<file path="config.mk">
export PLATFORM = sky130hd
export DESIGN_NAME = mc_control_fsm
export DESIGN_NICKNAME = d
export VERILOG_FILES = /design/src/rtl/mc_control_fsm.sv
export SDC_FILE = /design/constraint.sdc
export NUM_CORES = 1
export LEC_CHECK = 0
export CORE_ASPECT_RATIO = 0.7
export CORE_MARGIN = 10
export CORE_UTILIZATION = 30
export CTS_CLUSTER_SIZE = 24
export DETAILED_ROUTE_END_ITERATION = 12
export GPL_ROUTABILITY_DRIVEN = 0
export PLACE_DENSITY = 0.55
export SLEW_MARGIN = 20
export SYNTH_ARGS = -nofsm -noshare
export SYNTH_HDL_FRONTEND = slang
export SYNTH_SLANG_ARGS = --single-unit
export TNS_END_PERCENT = 10
</file>
<file path="constraint.sdc">
create_clock -name clk -period 2.4 [get_ports clk]
set_input_delay 0.24 -clock clk [delete_from_list [all_inputs] [get_ports clk]]
set_output_delay 0.24 -clock clk [all_outputs]
set_load 0.005 [all_outputs]
</file>
<file path="src/rtl/mc_control_fsm.sv">
// Multi-cycle processor control FSM (Moore). Sequences fetch, decode,
// memory, ALU, branch and jump steps, and counts retired instructions.
// Ports:
//   clk, rst_n        clock, async active-low reset
//   opcode            IR[31:26], sampled in DECODE
//   zero              ALU zero flag, used in BRANCH
//   mem_ready         memory completion for FETCH / MEMRD / MEMWR
//   iord, alu_src_a, alu_src_b, mem_to_reg, reg_dst, pc_src   datapath mux selects
//   mem_rd, mem_wr, ir_wr, reg_wr, pc_en                      datapath enables
//   alu_op            00 add, 01 sub, 10 funct
//   err               set while in the absorbing ERR state
//   state             current state code (debug)
//   instr_cnt         retired instruction counter (wraps)
module mc_control_fsm (
  input  logic        clk,
  input  logic        rst_n,
  input  logic [5:0]  opcode,
  input  logic        zero,
  input  logic        mem_ready,
  output logic        iord,
  output logic        alu_src_a,
  output logic [1:0]  alu_src_b,
  output logic        mem_to_reg,
  output logic        reg_dst,
  output logic [1:0]  pc_src,
  output logic        mem_rd,
  output logic        mem_wr,
  output logic        ir_wr,
  output logic        reg_wr,
  output logic        pc_en,
  output logic [1:0]  alu_op,
  output logic        err,
  output logic [3:0]  state,
  output logic [31:0] instr_cnt
);

  localparam int unsigned OPC_W = 6;
  localparam int unsigned CNT_W = 32;

  localparam logic [OPC_W-1:0] OP_RTYPE = 6'b000000;
  localparam logic [OPC_W-1:0] OP_LW    = 6'b100011;
  localparam logic [OPC_W-1:0] OP_SW    = 6'b101011;
  localparam logic [OPC_W-1:0] OP_BEQ   = 6'b000100;
  localparam logic [OPC_W-1:0] OP_J     = 6'b000010;
  localparam logic [OPC_W-1:0] OP_ADDI  = 6'b001000;

  typedef enum logic [3:0] {
    S_IDLE   = 4'd0,
    S_FETCH  = 4'd1,
    S_DECODE = 4'd2,
    S_MEMADR = 4'd3,
    S_MEMRD  = 4'd4,
    S_MEMWB  = 4'd5,
    S_MEMWR  = 4'd6,
    S_EXEC   = 4'd7,
    S_RWB    = 4'd8,
    S_BRANCH = 4'd9,
    S_JUMP   = 4'd10,
    S_ADDIEX = 4'd11,
    S_ADDIWB = 4'd12,
    S_ERR    = 4'd15
  } state_e;

  state_e             state_q, state_d;
  logic [OPC_W-1:0]   opc_q, opc_d;
  logic [CNT_W-1:0]   cnt_q, cnt_d;
  logic               retire;

  // State, latched opcode and retire counter
  always_ff @(posedge clk or negedge rst_n) begin
    if (!rst_n) begin
      state_q <= S_IDLE;
      opc_q   <= '0;
      cnt_q   <= '0;
    end else begin
      state_q <= state_d;
      opc_q   <= opc_d;
      cnt_q   <= cnt_d;
    end
  end

  // Next-state and output decode; ir_wr/pc_en also see mem_ready/zero
  always_comb begin
    state_d    = state_q;
    opc_d      = opc_q;
    cnt_d      = cnt_q;
    retire     = 1'b0;
    iord       = 1'b0;
    alu_src_a  = 1'b0;
    alu_src_b  = 2'b00;
    mem_to_reg = 1'b0;
    reg_dst    = 1'b0;
    pc_src     = 2'b00;
    mem_rd     = 1'b0;
    mem_wr     = 1'b0;
    ir_wr      = 1'b0;
    reg_wr     = 1'b0;
    pc_en      = 1'b0;
    alu_op     = 2'b00;
    err        = 1'b0;

    case (state_q)
      S_IDLE: state_d = S_FETCH;

      S_FETCH: begin
        mem_rd    = 1'b1;
        alu_src_b = 2'b01;
        if (mem_ready) begin
          ir_wr   = 1'b1;
          pc_en   = 1'b1;
          state_d = S_DECODE;
        end
      end

      S_DECODE: begin
        alu_src_b = 2'b11;
        opc_d     = opcode;
        case (opcode)
          OP_RTYPE:      state_d = S_EXEC;
          OP_LW, OP_SW:  state_d = S_MEMADR;
          OP_BEQ:        state_d = S_BRANCH;
          OP_J:          state_d = S_JUMP;
          OP_ADDI:       state_d = S_ADDIEX;
          default:       state_d = S_ERR;
        endcase
      end

      // Uses the opcode captured in DECODE; the live IR bits may have moved on
      S_MEMADR: begin
        alu_src_a = 1'b1;
        alu_src_b = 2'b10;
        state_d   = (opc_q == OP_LW) ? S_MEMRD : S_MEMWR;
      end

      S_MEMRD: begin
        mem_rd = 1'b1;
        iord   = 1'b1;
        if (mem_ready) state_d = S_MEMWB;
      end

      S_MEMWB: begin
        reg_wr     = 1'b1;
        mem_to_reg = 1'b1;
        retire     = 1'b1;
        state_d    = S_FETCH;
      end

      S_MEMWR: begin
        mem_wr = 1'b1;
        iord   = 1'b1;
        if (mem_ready) begin
          retire  = 1'b1;
          state_d = S_FETCH;
        end
      end

      S_EXEC: begin
        alu_src_a = 1'b1;
        alu_op    = 2'b10;
        state_d   = S_RWB;
      end

      S_RWB: begin
        reg_wr  = 1'b1;
        reg_dst = 1'b1;
        retire  = 1'b1;
        state_d = S_FETCH;
      end

      S_BRANCH: begin
        alu_src_a = 1'b1;
        alu_op    = 2'b01;
        pc_src    = 2'b01;
        pc_en     = zero;
        retire    = 1'b1;
        state_d   = S_FETCH;
      end

      S_JUMP: begin
        pc_src  = 2'b10;
        pc_en   = 1'b1;
        retire  = 1'b1;
        state_d = S_FETCH;
      end

      S_ADDIEX: begin
        alu_src_a = 1'b1;
        alu_src_b = 2'b10;
        state_d   = S_ADDIWB;
      end

      S_ADDIWB: begin
        reg_wr  = 1'b1;
        retire  = 1'b1;
        state_d = S_FETCH;
      end

      // Absorbing; only reset leaves
      S_ERR: err = 1'b1;

      // Unused codes 13/14 drop into ERR with outputs held low
      default: state_d = S_ERR;
    endcase

    if (retire) cnt_d = cnt_q + CNT_W'(1);
  end

  assign state     = state_q;
  assign instr_cnt = cnt_q;

endmodule

</file>
==> reports/qor.yml <==
finClkSkew_ns: 0.00279
synth.largest_area_cell: "dfrtp_1"
final_cell_mix: "clkdlybuf4s50_1 (60), dfrtp_1 (41), nor2_1 (23), xnor2_1 (20)"
cp_max_fo: 9
reg2reg_slack_ns: 0.43
worst_pin_slew_ns: 0.627
ys_async_sr_fraction_pct: 100
numPortBuffers: 61
outcome: "complete, no violations"
startpoint: "state[1]"
wl_per_cell_um: 16.3
yosysSeqAreaShare_pct: 42.7
fin_crit_ns: 2.18
path_clk_slew_ns: 0.06
wirelength_um: 6530
die-area_um2: 12300
avgSynthCellArea_um2: 10.2
clk_path_buf_depth: 2
cp-start-kind: "flip-flop"
relSlewSlack_pct: 58.2
routed-wl-met2_um: 2690
fmax_mhz: 459
start_util_pct: 31.0
cp-end-kind: "primary output"
fin_crit_sh_pct: 90.8
min_from: "instr_cnt[31]"
grt_use_total_pct: 10.6
fp-row-count: 27
holdWs_ns: 0.479
worstPathRequired_ns: 2.16
ys_types: 51
insertedDiodeCount: 0
drtPass1Iterations: 4
peakVddDrop_v: 0.000359
timing.rr.end: "instr_cnt[31]"
grt_pass1_vias: 1997
finalMaxSlewViolations: 0
numCtsBuffers: 5
boundaryPins: 62
hold_depth: 1
clock_latency_ns: 0.28
fin_nets: 311
grt-ovfl-total: 0
critPathKind: "reg -> out"
grt_pass1_wl_um: 10700
mostFrequentLayoutCell: "clkdlybuf4s50_1"
clock-sinks: 42
htreeDepth: 2
drive_gt1_share_pct: 13.0
num-fill-cells: 786
ys_top_cells_by_area: "dfrtp_1 (43%), xnor2_1 (7.1%), xor2_1 (4.6%)"
cap_violations: 0
topRoutingLayerUsed: "met4"
synth-edff-count: 0
netlist_area_um2: 2460
grt_start_max_net_pins: 43
hpwl_um: 4840
hp-class: "reg -> reg"
die_w_um: 128
yosysTopAreaCellShare_pct: 42.7
finalSetupTns_ns: 0
syn_nets: 253
cts_tree: "yes"
dr_wl_met3_um: 446
ys_ff_latch: 42
coreArea_um2: 7940
drc: 0
dominantRegCellSynth: "dfrtp_1"
dieHeight_um: 95.8
via_count: 2012
yosysWarnings: 0
wl_met1_um: 3390
arrival_ns: 1.94
r2r_cells: 4
powerDensity_nw_per_um2: 919
drtIter0Drc: 104
final_antenna_net_count: 0
cts_root_buf: "clkbuf_16"
whs_endpoint: "instr_cnt[31]"
antenna_found_initial: 0
p_leak_nw: 1.19
rsz0062_at_grt: "false"
worstReg2RegStart: "instr_cnt[13]"
area_growth_pct: 34.8
viasPerCell: 5.00
finalHoldViolCount: 0
syn_inst: 242
setup_violations: 0
## power breakdown
part | switching [mW] | internal (mW) | leakage, nW
Sequential | 0.162 | 0.847 | 0.493
Clock | 0.267 | 0.413 | 0.0739
Combinational | 0.661 | 0.700 | 0.620
Total | 1.09 | 1.96 | 1.19
## repair_timing
action,CTS,global route
resized for setup,0,1
hold buffers,0,1
setup buffers,0,0
setup endpoints to repair,0,1
endpoints found under the hold margin,0,15
## metrics by stage
| stage | setup slack [ns] | total power, mW | cells | utilization [%] | instance area (um^2) |
|---|---|---|---|---|---|
| 2_1_floorplan | 0.544 | 1.80 | 242 | - | 2460 |
| 3_3_place_gp | 0.289 | 2.39 | 393 | 39.8 | 3160 |
| 3_5_place_dp | 0.203 | 2.39 | 393 | 39.8 | 3160 |
| 4_1_cts | 0.134 | 3.09 | 401 | 41.6 | 3300 |
| 5_1_grt | 0.0863 | 3.29 | 402 | 41.8 | 3320 |
| 6_report | 0.221 | 3.05 | 402 | 41.8 | 3320 |
## state kept, by name, summed over array words and instances (netlist names)
signal     cells
instr_cnt     32
opc_q          6
state          4
## area by class of cell
type,count,area (um^2),area share (%)
flip-flops and latches,42,1050,31.7
repair buffers,69,671,20.2
multi-input cells,177,1300,39.3
clock buffers,7,143,4.30
clock inverters,1,5.00,0.151
well taps,101,126,3.81
inverters,5,18.8,0.566
## cells in the mapped netlist, drive strengths merged (7+ instances only)
library cell and n:
xor2 13, xnor2 20, clkbuf 8, a2111oi 9, nand2b 7, o21ai 9
o2111ai 9, nand2 13, mux2 7, buf 10, nor2 23, nand4 9
dfrtp 42
## logic make-up (layout without fill, tap and decap cells)
kind of cell             count (synthesis)  after routing  share of synthesized area, %
adder cells (fa/ha/maj)                  2              2                         0.966
flip-flops                              42             42                          42.7
XOR/XNOR                                33             33                          11.7
multiplexers                             8              8                          3.61
buffers and inverters                   23             82                          4.37
AO/OA/AOI/OAI                           50             50                          17.3
AND/OR/NAND/NOR                         84             84                          19.3
## per-layer routing
layer,global-route usage [%],up-vias
li1,-,1006
met1,15.4,961
met2,14.9,43
met3,4.17,2
met4,0.841,0
met5,0,-
## worst max-delay path: stages, from the launching register on
cell and delay, ns:
dfrtp_1 0.50, nand2b_1 0.30, nor2_1 0.12, a211o_1 0.30
clkdlybuf4s50_1 0.45
## how the worst max path moves through the flow
stage | to | slack (ns) | depth (start not counted)
6_report | pc_en | 0.22 | 4
5_1_grt | pc_en | 0.09 | 4
4_1_cts | pc_en | 0.13 | 4
3_5_place_dp | instr_cnt[30] | 0.20 | 5
3_3_place_gp | instr_cnt[30] | 0.29 | 5
2_1_floorplan | instr_cnt[30] | 0.54 | 7
Note: power is estimated with default switching activity, not from simulation.
